`config.mk`:
```
export PLATFORM = sky130hd
export DESIGN_NAME = masked_sbox_sched_flat
export DESIGN_NICKNAME = d
export VERILOG_FILES = /design/src/rtl/masked_sbox_sched_pkg.sv /design/src/rtl/masked_sbox_sched_if.sv /design/src/rtl/masked_sbox_sched_dly.sv /design/src/rtl/masked_sbox_sched.sv /design/src/flat_wrapper.sv
export SDC_FILE = /design/constraint.sdc
export NUM_CORES = 1
export LEC_CHECK = 0
export CORE_AREA = 4 4 45 47
export CTS_CLUSTER_SIZE = 14
export DETAILED_ROUTE_END_ITERATION = 16
export DIE_AREA = 0 0 49 51
export PLACE_DENSITY = 0.75
export SYNTH_ARGS = -nofsm -noshare
export SYNTH_HDL_FRONTEND = slang
export SYNTH_SLANG_ARGS = --single-unit
```
`constraint.sdc`:
```
create_clock -name clk -period 4 [get_ports clk]
set_input_delay 0.8 -clock clk [delete_from_list [all_inputs] [get_ports clk]]
set_output_delay 0.8 -clock clk [all_outputs]
set_load 0.02 [all_outputs]
```
`src/rtl/masked_sbox_sched_pkg.sv`:
```
// Shared types and sizing helpers for the masked S-box issue scheduler.
package masked_sbox_sched_pkg;

  typedef enum logic [0:0] {StRun, StDrain} sched_state_e;

  // Bits needed to hold any count 0..max_val.
  function automatic int unsigned cnt_w(input int unsigned max_val);
    return (max_val < 1) ? 1 : $clog2(max_val + 1);
  endfunction

endpackage

```
`src/rtl/masked_sbox_sched_if.sv`:
```
// Request/randomness/result/credit bundle of the scheduler.
// The flush pair exists only when SCHED_FLUSH_EN is defined.
interface masked_sbox_sched_if #(
  parameter int unsigned TAG_W = 2
);
  logic             in_valid;
  logic             in_ready;
  logic [TAG_W-1:0] in_tag;
  logic             rnd_valid;
  logic             rnd_ready;
  logic             pipe_issue;
  logic [TAG_W-1:0] pipe_tag;
  logic             out_valid;
  logic [TAG_W-1:0] out_tag;
  logic             credit_ret;
  logic             busy;
  logic             err;
`ifdef SCHED_FLUSH_EN
  logic             flush;
  logic             flush_done;

  modport slave (
    input  in_valid, in_tag, rnd_valid, credit_ret, flush,
    output in_ready, rnd_ready, pipe_issue, pipe_tag, out_valid, out_tag, busy, err, flush_done
  );
  modport master (
    output in_valid, in_tag, rnd_valid, credit_ret, flush,
    input  in_ready, rnd_ready, pipe_issue, pipe_tag, out_valid, out_tag, busy, err, flush_done
  );
`else
  modport slave (
    input  in_valid, in_tag, rnd_valid, credit_ret,
    output in_ready, rnd_ready, pipe_issue, pipe_tag, out_valid, out_tag, busy, err
  );
  modport master (
    output in_valid, in_tag, rnd_valid, credit_ret,
    input  in_ready, rnd_ready, pipe_issue, pipe_tag, out_valid, out_tag, busy, err
  );
`endif
endinterface

```
`src/rtl/masked_sbox_sched_dly.sv`:
```
// LAT-deep shift line of {valid, tag} tracking ops through the non-stalling pipeline.
module masked_sbox_sched_dly #(
  parameter int unsigned LAT = 4,
  parameter int unsigned W   = 3
) (
  input  logic         clk,
  input  logic         rst,
  input  logic [W-1:0] din,
  output logic [W-1:0] dout
);

  logic [W-1:0] line_q [LAT];

  always_ff @(posedge clk) begin
    if (rst) begin
      for (int i = 0; i < int'(LAT); i++) begin
        line_q[i] <= '0;
      end
    end else begin
      line_q[0] <= din;
      for (int i = 1; i < int'(LAT); i++) begin
        line_q[i] <= line_q[i-1];
      end
    end
  end

  assign dout = line_q[LAT-1];

endmodule

```
`src/rtl/masked_sbox_sched.sv`:
```
// Issue scheduler for the fixed-latency masked S-box pipeline: credit-gated, randomness-paced.
// Optional drain/flush control is built when SCHED_FLUSH_EN is defined.
module masked_sbox_sched
  import masked_sbox_sched_pkg::*;
#(
  parameter int unsigned LAT     = 4,
  parameter int unsigned TAG_W   = 2,
  parameter int unsigned CREDITS = 4
) (
  input logic               clk,
  input logic               rst,
  masked_sbox_sched_if.slave bus
);

  localparam int unsigned CRED_W = cnt_w(CREDITS);
  localparam int unsigned INFL_W = cnt_w(LAT);
  localparam logic [CRED_W-1:0] CredMax = CRED_W'(CREDITS);

  sched_state_e      state_q;
  logic              flush_req;
  logic              can_issue;
  logic              issue;
  logic              out_valid;
  logic [TAG_W-1:0]  out_tag;
  logic [CRED_W-1:0] credits_q, credits_d;
  logic [INFL_W-1:0] inflight_q, inflight_d;
  logic              err_q, err_d;

`ifdef SCHED_FLUSH_EN
  sched_state_e state_d;
  logic         flush_done;

  assign flush_req = bus.flush;

  always_ff @(posedge clk) begin
    if (rst) begin
      state_q <= StRun;
    end else begin
      state_q <= state_d;
    end
  end

  // Drained once the op retiring this cycle is the last one in flight.
  always_comb begin
    state_d    = state_q;
    flush_done = 1'b0;
    unique case (state_q)
      StRun:   if (flush_req) state_d = StDrain;
      StDrain: begin
        if (inflight_d == '0) begin
          state_d    = StRun;
          flush_done = 1'b1;
        end
      end
      default: state_d = StRun;
    endcase
  end

  assign bus.flush_done = flush_done;
`else
  assign flush_req = 1'b0;
  assign state_q   = StRun;
`endif

  // Readies look only at the other side's valid so neither is consumed alone.
  assign can_issue     = (state_q == StRun) && (credits_q != '0) && !flush_req;
  assign issue         = bus.in_valid && bus.rnd_valid && can_issue;
  assign bus.in_ready  = bus.rnd_valid && can_issue;
  assign bus.rnd_ready = bus.in_valid && can_issue;
  assign bus.pipe_issue = issue;
  assign bus.pipe_tag   = bus.in_tag;

  masked_sbox_sched_dly #(
    .LAT (LAT),
    .W   (1 + TAG_W)
  ) u_dly (
    .clk  (clk),
    .rst  (rst),
    .din  ({issue, bus.in_tag}),
    .dout ({out_valid, out_tag})
  );

  assign bus.out_valid = out_valid;
  assign bus.out_tag   = out_tag;

  always_comb begin
    inflight_d = inflight_q;
    if (issue && !out_valid) begin
      inflight_d = inflight_q + INFL_W'(1);
    end else if (!issue && out_valid) begin
      inflight_d = inflight_q - INFL_W'(1);
    end
  end

  // A return with every slot already free is dropped and flagged.
  always_comb begin
    credits_d = credits_q;
    err_d     = err_q;
    if (issue && !bus.credit_ret) begin
      credits_d = credits_q - CRED_W'(1);
    end else if (!issue && bus.credit_ret) begin
      if (credits_q == CredMax) begin
        err_d = 1'b1;
      end else begin
        credits_d = credits_q + CRED_W'(1);
      end
    end
  end

  always_ff @(posedge clk) begin
    if (rst) begin
      credits_q  <= CredMax;
      inflight_q <= '0;
      err_q      <= 1'b0;
    end else begin
      credits_q  <= credits_d;
      inflight_q <= inflight_d;
      err_q      <= err_d;
    end
  end

  assign bus.busy = (inflight_q != '0);
  assign bus.err  = err_q;

endmodule
```
`src/flat_wrapper.sv`:
```
// flat-port wrapper written by rule: the top's interface ports become plain ports
module masked_sbox_sched_flat import masked_sbox_sched_pkg::*;
#(
  parameter int unsigned LAT     = 4,
  parameter int unsigned TAG_W   = 2,
  parameter int unsigned CREDITS = 4
)
  (clk, rst, bus_in_valid, bus_in_tag, bus_rnd_valid, bus_credit_ret, bus_in_ready, bus_rnd_ready, bus_pipe_issue, bus_pipe_tag, bus_out_valid, bus_out_tag, bus_busy, bus_err);
  masked_sbox_sched_if #(.TAG_W(TAG_W)) bus_i ();
  input logic clk;
  input logic rst;
  input wire logic [$bits(bus_i.in_valid)-1:0] bus_in_valid;
  input wire logic [$bits(bus_i.in_tag)-1:0] bus_in_tag;
  input wire logic [$bits(bus_i.rnd_valid)-1:0] bus_rnd_valid;
  input wire logic [$bits(bus_i.credit_ret)-1:0] bus_credit_ret;
  output wire logic [$bits(bus_i.in_ready)-1:0] bus_in_ready;
  output wire logic [$bits(bus_i.rnd_ready)-1:0] bus_rnd_ready;
  output wire logic [$bits(bus_i.pipe_issue)-1:0] bus_pipe_issue;
  output wire logic [$bits(bus_i.pipe_tag)-1:0] bus_pipe_tag;
  output wire logic [$bits(bus_i.out_valid)-1:0] bus_out_valid;
  output wire logic [$bits(bus_i.out_tag)-1:0] bus_out_tag;
  output wire logic [$bits(bus_i.busy)-1:0] bus_busy;
  output wire logic [$bits(bus_i.err)-1:0] bus_err;
  assign bus_i.in_valid = bus_in_valid;
  assign bus_i.in_tag = bus_in_tag;
  assign bus_i.rnd_valid = bus_rnd_valid;
  assign bus_i.credit_ret = bus_credit_ret;
  assign bus_in_ready = bus_i.in_ready;
  assign bus_rnd_ready = bus_i.rnd_ready;
  assign bus_pipe_issue = bus_i.pipe_issue;
  assign bus_pipe_tag = bus_i.pipe_tag;
  assign bus_out_valid = bus_i.out_valid;
  assign bus_out_tag = bus_i.out_tag;
  assign bus_busy = bus_i.busy;
  assign bus_err = bus_i.err;
  masked_sbox_sched #(.LAT(LAT), .TAG_W(TAG_W), .CREDITS(CREDITS)) u_core (.clk(clk), .rst(rst), .bus(bus_i));
endmodule
```
-- After elaboration in Yosys (flattened, before gate mapping)
Memory sizes are Yosys's and may differ from the RTL's.
Index checks and enable logic that the tools add are counted.
- bits in read-only memories: 0
- output and inout port bits: 10
- logic and storage cells: 44
- RAM bits: 12
- memories kept: 1
- flip-flop bits (word level): 7
- bits in latches: 0
- bits of input ports: 7
- bitwise gates (word level): 5
- equal/unequal tests: 2
- $lt $le $gt $ge: 0
- reduce and logical (&&, ||, !) cells: 17
- div/mod/pow operators: 0
- multiplexer cells: 12
- add/subtract/negate cells: 4
- multiply operators: 0
- shift operators: 0
- memory list (memory ; depth ; bits a word ; read ports ; clocked after Yosys merged registers in ; wr ports ; line ; source):
    u_core.u_dly.line_q ; 4 ; 3 ; 4 ; 0 ; 4 ; masked_sbox_sched_dly.sv:12 ; logic [W-1:0] line_q [LAT];
- operators with widths (operator ; number):
    two-way mux 3 bit ; 9
    logical AND 1 bit ; 8
    adder 3 x 1 -> 3 bit, second input constant ; 2
    nonzero test 3 bit ; 2
    subtractor 3 x 1 -> 3 bit, second input constant ; 2
    bitwise OR 1 bit ; 4
    nonzero test 2 bit ; 2
    equality test 3 bit, second input constant ; 1
    logical NOT 1 bit ; 3
    two-way mux 1 bit ; 3
    AND reduction 3 bit ; 1
    != test 2 x 1 -> 1 bit, second input constant ; 1
    AND reduction 2 bit ; 1
    NOT 1 bit ; 1

-- Longest topological paths before layout
Gate-level depths: netlist of run 1.
- depth after elaboration: 6
- depth in mapped cells: 9
- mapped depth without buffers: 9

-- Hierarchy
Synthesis of run 1 repeated with hierarchy kept, for this count alone.
- cell total of the unflattened synthesis: 76
- area, all modules: 815.8 µm²
- by module, submodules not included (module ; cells each ; instances ; area each (µm²) ; seq. area each (µm²)):
    masked_sbox_sched ; 51 ; 1 ; 449.2 ; 140.1
    masked_sbox_sched_dly ; 25 ; 1 ; 366.6 ; 240.2

-- Worst setup path before layout of run 1
OpenSTA, ideal clock, no wires.
- path type: input-to-reg
- start: in bus_rnd_valid
- end: reg u_core.credits_q[2]
- path buffers: 0
- setup time: 123 ps
- arrival time: 2302 ps
- slack: 1575 ps
- data required time: 3877 ps
- stages on the path: 8
- path through: nand3b_1 > inv_1 > ha_1 > inv_1 > fa_1 > or2_2 > o21ai_0 > a21oi_1
- word-level cells in the longest chain between the ends: 6
- elaborated cells between the ends (all ways): 9
- those cells by class: eq/ne (1); mux (1); reduce/logical (7)
- ends and longest elaborated chain (item ; line ; source):
    start: declaration ; flat_wrapper.sv:14 ; input wire logic [$bits(bus_i.rnd_valid)-1:0] bus_rnd_valid;
    logical AND 1 bit * (2 in series) ; masked_sbox_sched.sv:67 ; assign issue = bus.in_valid && bus.rnd_valid && can_issue;
    named net bus_pipe_issue ; flat_wrapper.sv:18 ; output wire logic [$bits(bus_i.pipe_issue)-1:0] bus_pipe_issue;
    logical NOT 1 bit ; masked_sbox_sched.sv:101 ; end else if (!issue && bus.credit_ret) begin
    logical AND 1 bit ; masked_sbox_sched.sv:101 ;
    nonzero test 2 bit (no source line) ; n/a ;
    AND reduction 2 bit (no source line) ; n/a ;
    end signal: assignment ; masked_sbox_sched.sv:112 ; credits_q <= CredMax;
    end signal: assignment ; masked_sbox_sched.sv:116 ; credits_q <= credits_d;
    end: declaration ; masked_sbox_sched.sv:25 ; logic [CRED_W-1:0] credits_q, credits_d;
The timed path passes the listed nets; every way through them passes the cells marked *.
A chain may end at the register's enable or synchronous reset.

-- Worst setup path in the final report of run 1
- start: in bus_rnd_valid
- end: out bus_pipe_issue
- word-level cells in the longest chain between the ends: 2
- ends and longest elaborated chain (item ; line):
    logical AND 1 bit (2 in series) ; masked_sbox_sched.sv:67
    end: declaration ; flat_wrapper.sv:18
No other way between the ends.

==> metrics, run 1 <==
Final Instance Count excl. Fillers 110; # nets final 106; row count 15; commonest cells after routing, fill and taps aside dfxtp_1 (19), clkdlybuf4s50_1 (16), nor2b_1 (13); Via Count 532; Placed Instances 106; RSZ-0062 raised after global routing no; Yosys cell types 24; Layout area overhead 24.5%; Mapped Area 762 um2; sequential area share after synthesis 49.9%; share of cells above drive strength 1 5.38%; vias per inst 4.84; vias in the first global route 546; critical path type in2out; Pint 271 uW; Root Driver clkbuf_4; Setup TNS 0 ps; H-tree Lvls 1; most common cell after layout, fill and taps aside dfxtp_1; DRC 0; min cycle time layout 2930 ps; routed wl met2 572 um; FMAX 341 MHz; max cap viols 0; Skew-Pair Late Insertion Delay 290 ps; CTS Hold Bufs 0; final slew viol count 0; Wirelength per Cell 10.7 um; status complete, no violations; first-pass GRT wire length 2100 um; chip height 51 um; post-CTS sizing 0; final hold slack 445 ps; Worst slew margin 54.8%; final WL 1180 um; ANT cells 0; PortBufs 16; gpl congestion 0.758; clock sink count 19; Worst Path Required 3200 ps; leakage power 0.381 nW; CTS Buf Count 3; largest net degree at the start of global routing 21; Critical Path End Type output pin; Hold Violations, Final 0; period utilization 73.3%; Syn. warnings 0; drt pass-1 iters 2; maximum vdd drop 0.211 mV; CP startpoint kind input pin; worst slew pin tran 675 ps; Clk pwr share 25.4%; Clock Path Buffers 2; PwrDens 387 mW/mm2; CP Data Arrival Time 2130 ps; clock skew 1.53 ps; total die area 0.00250 mm2; CTS tree done; Final ANT Viol Nets 0; HPWL Detailed 883 um; Sw Share 26.2%; core footprint 0.00165 mm2; clock transition at the registers of the reported paths 100 ps; maximum net fanout on the critical path 3; Met3 Wirelength 51 um; initial antenna violation count 0; Design Power 367 uW; initial core utilization 46.1%; final setup fails 0; Syn Inst Count 77; Worst Hold Class reg2reg; Tot GR Track Use 10.7%; DRT iter0 DRCs 2; post-CTS setup buffer count 0; syn nets 89; number of synthesized register bits 19; Overflow after GRT 0; highest metal used met3; IO Pins 17; Reg power frac 55.9%; synthesized area per cell 9.90 um2; die span in x 49 um; met1 wire length 553 um; Comb pwr share 18.7%; switching power 96.2 uW
==> per-layer routing <==
layer  vias up  global-route usage [%]
met5         -                       0
met4         0                    4.48
met3         0                    2.62
met2        12                    18.0
met1       241                    12.9
li1        279                       -
==> Yosys cell counts (all sizes together) <==
master / n / area, um2
dfxtp: 19 / 380
nor2b: 13 / 81.3
inv: 8 / 30.0
nor2: 5 / 18.8
a21oi: 3 / 15.0
ha: 3 / 37.5
o21ai: 3 / 15.0
buf: 2 / 15.0
clkbuf: 2 / 7.51
fa: 2 / 40.0
nand2: 2 / 7.51
or3: 2 / 12.5
xor2: 2 / 17.5
a211oi: 1 / 7.51
a221oi: 1 / 8.76
a41oi: 1 / 8.76
mux2i: 1 / 10.0
nand2b: 1 / 6.26
nand3b: 1 / 7.51
nor3: 1 / 5.00
nor3b: 1 / 7.51
o211ai: 1 / 7.51
or2: 1 / 6.26
xnor2: 1 / 8.76
==> area by class of cell <==
type / instances / area [um2]
fillers: 158 / 703
flip-flops and latches: 19 / 380
repair buffers: 16 / 160
inverters: 8 / 30.0
clock inverters: 1 / 5.00
well taps: 17 / 21.3
clock buffers: 3 / 22.5
multi-input cells: 46 / 329
==> state kept, by name, summed over array words and instances, names as in the netlist <==
| signal | count |
|---|---|
| u_core.credits_q | 3 |
| u_core.inflight_q | 3 |
| u_core.u_dly.line_q | 12 |
| u_core.bus.err | 1 |
==> power groups by stage <==
stage / combinational [mW] / sequential, mW / clock, mW
floorplan: 0.0413 / 0.211 / 0
global placement: 0.0667 / 0.209 / 0
detailed placement: 0.0687 / 0.210 / 0
CTS: 0.0694 / 0.205 / 0.0976
global route: 0.0754 / 0.207 / 0.106
finish: 0.0685 / 0.205 / 0.0932
==> per-stage QoR <==
step                worst slack (ps)  utilization [%]  instance area [um2]
detailed placement              1050             55.8                  921
CTS                             1070             57.4                  948
global route                     996             57.4                  948
finish                          1070             57.4                  948
global placement                1070             55.8                  921
floorplan                       1570                -                  762
==> cell families after synthesis <==
family                   after synthesis  synth area share, %
XOR/XNOR                               3                 3.45
flip-flops                            19                 49.9
adder cells (fa/ha/maj)                5                 10.2
buffers and inverters                 12                 6.90
AND/OR/NAND/NOR                       27                 20.0
multiplexers                           1                 1.31
AO/OA/AOI/OAI                         10                 8.21
==> critical path: stages <==
cell	delay, ps
clkdlybuf4s50_1	470
nand3b_1	130
inv_1	130
clkdlybuf4s50_1	610
==> worst paths after layout <==
check	start	to	slack [ps]	cells past startpoint
worst max-delay path	bus_rnd_valid	bus_pipe_issue	1070	4
worst min-delay path	u_core.u_dly.line_q[0][0]$_SDFF_PP0_	u_core.u_dly.line_q[1][0]$_SDFF_PP0_	450	1
worst max register to register	u_core.credits_q[2]$_SDFFE_PP1P_	u_core.credits_q[2]$_SDFFE_PP1P_	1730	9
worst min register to register	u_core.u_dly.line_q[0][0]$_SDFF_PP0_	u_core.u_dly.line_q[1][0]$_SDFF_PP0_	450	1
No activity file was read; power rests on OpenSTA's default activity.
==> inputs of run 2 (changes only) <==
Settings changed: CORE_AREA 4 4 45 47 to 4 4 48 50, DIE_AREA 0 0 49 51 to 0 0 52 54, PLACE_DENSITY 0.75 to 0.69.
Clock period 4 ns to 2.44 ns, I/O delays scaled along.
==> run 2 against run 1 <==
Critical path depth grew 1; final cell count up 15%; critical path type unchanged; wire length up 11%.
==> metrics, run 2 (synthesis gave the netlist of run 1 again) <==
DRT iter0 DRCs 2; Sw Share 26.7%; leakage power 0.411 nW; worst slew pin tran 473 ps; Comb pwr share 19.4%; Clk pwr share 25.5%; Layout Utilization 53.5%; HPWL Detailed 965 um; Final Instance Count excl. Fillers 126; Skew-Pair Late Insertion Delay 300 ps; status complete, no violations; dpl cell area 978 um2; IO Pins 17; PwrDens 604 mW/mm2; H-tree Lvls 1; largest net degree at the start of global routing 13; switching power 164 uW; row count 16; Hold Violations, Final 0; origin of the critical flop-to-flop path u_core.credits_q[2]$_SDFFE_PP1P_; Pint 450 uW; Root Driver clkbuf_4; Design Power 615 uW; Placed Instances 122; Setup TNS 0 ps; die span in x 52 um; # nets final 112; final setup fails 0; cell mode on critical path clkdlybuf4s50_1; Worst Reg-to-Reg Cells 9; share of cells above drive strength 1 12.1%; FMAX 420 MHz; worst path buffer plus inverter count 4; gpl congestion 0.793; CTS tree done; fillers 180; maximum net fanout on the critical path 3; RSZ-0062 raised after global routing no; max reg flops 12; Worst Hold Class reg2reg; Via Count 550; clock transition at the registers of the reported paths 110 ps; total die area 0.00281 mm2; max cap viols 0; Largest regs u_core.u_dly.line_q: 12 flops, u_core.credits_q: 3 flops, u_core.inflight_q: 3 flops; ANT cells 0; clock skew 7.80 ps; Wirelength per Cell 10.3 um; initial antenna violation count 0; critical path type in2out; min cycle time layout 2380 ps; final slew viol count 0; Largest Register u_core.u_dly.line_q; critical path's top delay family buffers and inverters; Setup crit start bus_rnd_valid; drt pass-1 iters 4; WP depth 5; worst path cell trace clkdlybuf4s50_1, nand3b_1, inv_1, buf_4, clkdlybuf4s50_1; slowest stage delay, CP 590 ps; Tot GR Track Use 12.0%; clock sink count 19; maximum vdd drop 0.454 mV; Clock Path Buffers 2; commonest cells after routing, fill and taps aside dfxtp_1 (19), clkdlybuf4s50_1 (16), nor2b_1 (13); Overflow after GRT 0; DRC 0; cell count of the worst hold path 1; design area 0.00102 mm2; CTS Buf Count 3; Reg power frac 55.1%; worst hold start u_core.u_dly.line_q[2][2]$_SDFF_PP0_; PortBufs 16; Critical Path End Type output pin; first-pass GRT wire length 2400 um; CP startpoint kind input pin; vias in the first global route 556; most common cell after layout, fill and taps aside dfxtp_1; vias per inst 4.37; period utilization 97.5%; Worst Path Required 1950 ps; core footprint 0.00190 mm2; chip height 54 um; Worst path slowest cell clkdlybuf4s50_1; CP Data Arrival Time 1890 ps; Layout area overhead 33.5%; initial core utilization 40.1%; Worst slew margin 68.4%; final WL 1300 um; Final ANT Viol Nets 0
## run 2: metal layers
layer  global-route usage [%]  routed length (um)  vias up
met1                     14.4                 607      241
met3                     2.49                  55        5
li1                         -                   -      288
met5                        0                   0        -
met2                     18.6                 592       16
met4                     9.17                  48        0
## run 2: worst paths after layout
kind | endpoint | slack [ps]
min reg2reg | u_core.u_dly.line_q[3][2]$_SDFF_PP0_ | 440
min | u_core.u_dly.line_q[3][2]$_SDFF_PP0_ | 440
max reg2reg | u_core.credits_q[2]$_SDFFE_PP1P_ | 310
max | bus_pipe_issue | 60
## run 2: power groups by stage
stage / logic [mW] / clock network [mW] / registers (mW)
floorplan: 0.0677 / 0 / 0.345
global placement: 0.117 / 0 / 0.343
detailed placement: 0.119 / 0 / 0.344
CTS: 0.121 / 0.166 / 0.337
global route: 0.133 / 0.182 / 0.342
finish: 0.119 / 0.157 / 0.339
## run 2: area by class of cell
cell class              instances  area [um2]  share of cell area (%)
repair buffers                 22         205                    20.2
multi-input cells              46         340                    33.5
well taps                      27        33.8                    3.32
inverters                       8        30.0                    2.95
clock buffers                   3        22.5                    2.21
flip-flops and latches         19         380                    37.4
clock inverters                 1        5.00                   0.492
## run 2: worst reg2reg max path, stage by stage (launching register included)
cell and delay, ps:
dfxtp_1 460, nor3_4 80, nand3b_1 180, inv_1 120, ha_1 190, inv_1 80, fa_1 410, or2_2 280
o21ai_0 150, a21oi_1 80
## run 2: repair_timing
action,4_1_cts,5_1_grt
endpoints found under the setup margin,1,1
hold buffers,0,0
gates cloned,0,0
gates resized for setup,1,1
buffers inserted,0,0
pin swaps,0,0
## run 2: stage by stage
stage	hold slack (ps)	worst slack (ps)
floorplan	414	296
global placement	418	25.9
detailed placement	423	-36.3
CTS	443	57.8
global route	463	7.16
finish	442	60.4
==> inputs of run 3 (changes only) <==
Settings changed: CORE_AREA 4 4 48 50 to 4 4 55 44, DIE_AREA 0 0 52 54 to 0 0 59 48, SKIP_LAST_GASP set to 1.
==> run 3 against run 2 <==
Sequential share of layout area is 0.99 points higher; largest power group unchanged; sequential power hardly changed; register-to-register slack better by 60 ps; hold slack better by 3.1 ps; clock skew is 5.3 ps lower.
==> metrics, run 3 (synthesis gave the netlist of run 1 again) <==
status complete, no violations; Skew-Pair Late Insertion Delay 280 ps; core footprint 0.00193 mm2; worst path cell trace clkdlybuf4s50_1, nand3b_1, inv_1, buf_4, clkdlybuf4s50_1; CTS tree done; initial core utilization 39.5%; Placed Instances 117; RSZ-0062 raised after global routing no; Worst slew margin 73.5%; leakage power 0.398 nW; PortBufs 16; Worst path slowest cell clkdlybuf4s50_1; IO Pins 17; H-tree Lvls 1; vias per inst 4.49; share of cells above drive strength 1 9.28%; final slew viol count 0; max cap viols 0; cell mode on critical path clkdlybuf4s50_1; most common cell after layout, fill and taps aside dfxtp_1; DRT iter0 DRCs 5; CP startpoint kind input pin; chip height 48 um; CP Data Arrival Time 1870 ps; min cycle time layout 2350 ps; worst slew pin tran 396 ps; die span in x 59 um; Critical Path End Type output pin; drt pass-1 iters 4; period utilization 96.5%; DRC 0; Worst Path Required 1950 ps; HPWL Detailed 982 um; Wirelength per Cell 10.4 um; clock skew 2.50 ps; first-pass GRT wire length 2130 um; initial antenna violation count 0; critical path type in2out; gpl congestion 0.817; largest net degree at the start of global routing 13; FMAX 425 MHz; Overflow after GRT 0; Largest regs u_core.u_dly.line_q: 12 flops, u_core.credits_q: 3 flops, u_core.inflight_q: 3 flops; vias in the first global route 524; max reg flops 12; row count 14; CTS Buf Count 3; Worst Hold Class reg2reg; final WL 1260 um; Hold Violations, Final 0; post-CTS setup buffer count 0; Final Instance Count excl. Fillers 121; commonest cells after routing, fill and taps aside dfxtp_1 (19), clkdlybuf4s50_1 (16), nor2b_1 (13); Setup TNS 0 ps; Final ANT Viol Nets 0; total die area 0.00283 mm2; PwrDens 609 mW/mm2; ANT cells 0; Layout area overhead 30.0%; final setup fails 0; clock transition at the registers of the reported paths 90 ps; maximum vdd drop 0.378 mV; Largest Register u_core.u_dly.line_q; clock sink count 19; maximum net fanout on the critical path 3; slowest stage delay, CP 590 ps; Tot GR Track Use 10.2%; Root Driver clkbuf_4; Clock Path Buffers 2; # nets final 110; Via Count 543
[run 3: cell count changes in the layout (fill, tap and decap cells not counted)]
cell,previous run,this run
buf_4,6,4
clkinv_2,1,0
nor3_4,1,0
nor3_2,0,1
clkbuf_1,0,1
[run 3: worst paths after layout]
path / to / slack, ps / depth (start not counted) / from
setup / recovery: bus_pipe_issue / 90 / 5 / bus_rnd_valid
hold / removal: u_core.u_dly.line_q[1][2]$_SDFF_PP0_ / 450 / 1 / u_core.u_dly.line_q[0][2]$_SDFF_PP0_
setup reg to reg: u_core.inflight_q[2]$_SDFFE_PP0P_ / 370 / 9 / u_core.credits_q[2]$_SDFFE_PP1P_
hold reg to reg: u_core.u_dly.line_q[1][2]$_SDFF_PP0_ / 450 / 1 / u_core.u_dly.line_q[0][2]$_SDFF_PP0_
[run 3: power breakdown]
group          switching, mW  total [mW]  internal (mW)
Combinational         0.0563       0.117         0.0607
Clock                 0.0856       0.149         0.0634
Sequential            0.0106       0.337          0.327
[run 3: routing by layer]
metal	track usage [%]	share of wire [%]	vias to the layer above
li1	-	-	284
met1	10.9	47	249
met2	19.8	48	10
met3	4.85	5.1	0
met4	0	0	0
met5	0	0	-
[run 3: area by class of cell]
type | instances | area [um2]
Sequential cell | 19 | 380
Multi-Input combinational cell | 46 | 334
Fill cell | 184 | 936
Clock buffer | 4 | 26.3
Tap cell | 24 | 30.0
Timing Repair Buffer | 20 | 190
Inverter | 8 | 30.0
[run 3: critical path, delay by kind of cell]
family        cells  cell delay, ps
buf+inv           4            1290
simple gates      1              90
[run 3: repair_timing]
action,CTS,global route
setup endpoints to repair,0,1
hold buffers,0,0
gates resized for setup,0,1
[run 3: metrics by stage]
step           power (mW)  instance area, um2  hold WS, ps  util [%]  setup slack, ps
3_3_place_gp        0.457                 960          417      49.8             31.4
3_5_place_dp        0.462                 960          425      49.8            -29.8
4_1_cts             0.613                 986          449      51.2             65.3
2_1_floorplan       0.413                 762          414         -              296
5_1_grt             0.642                 991          461      51.4             15.6
6_report            0.603                 991          445      51.4             85.1
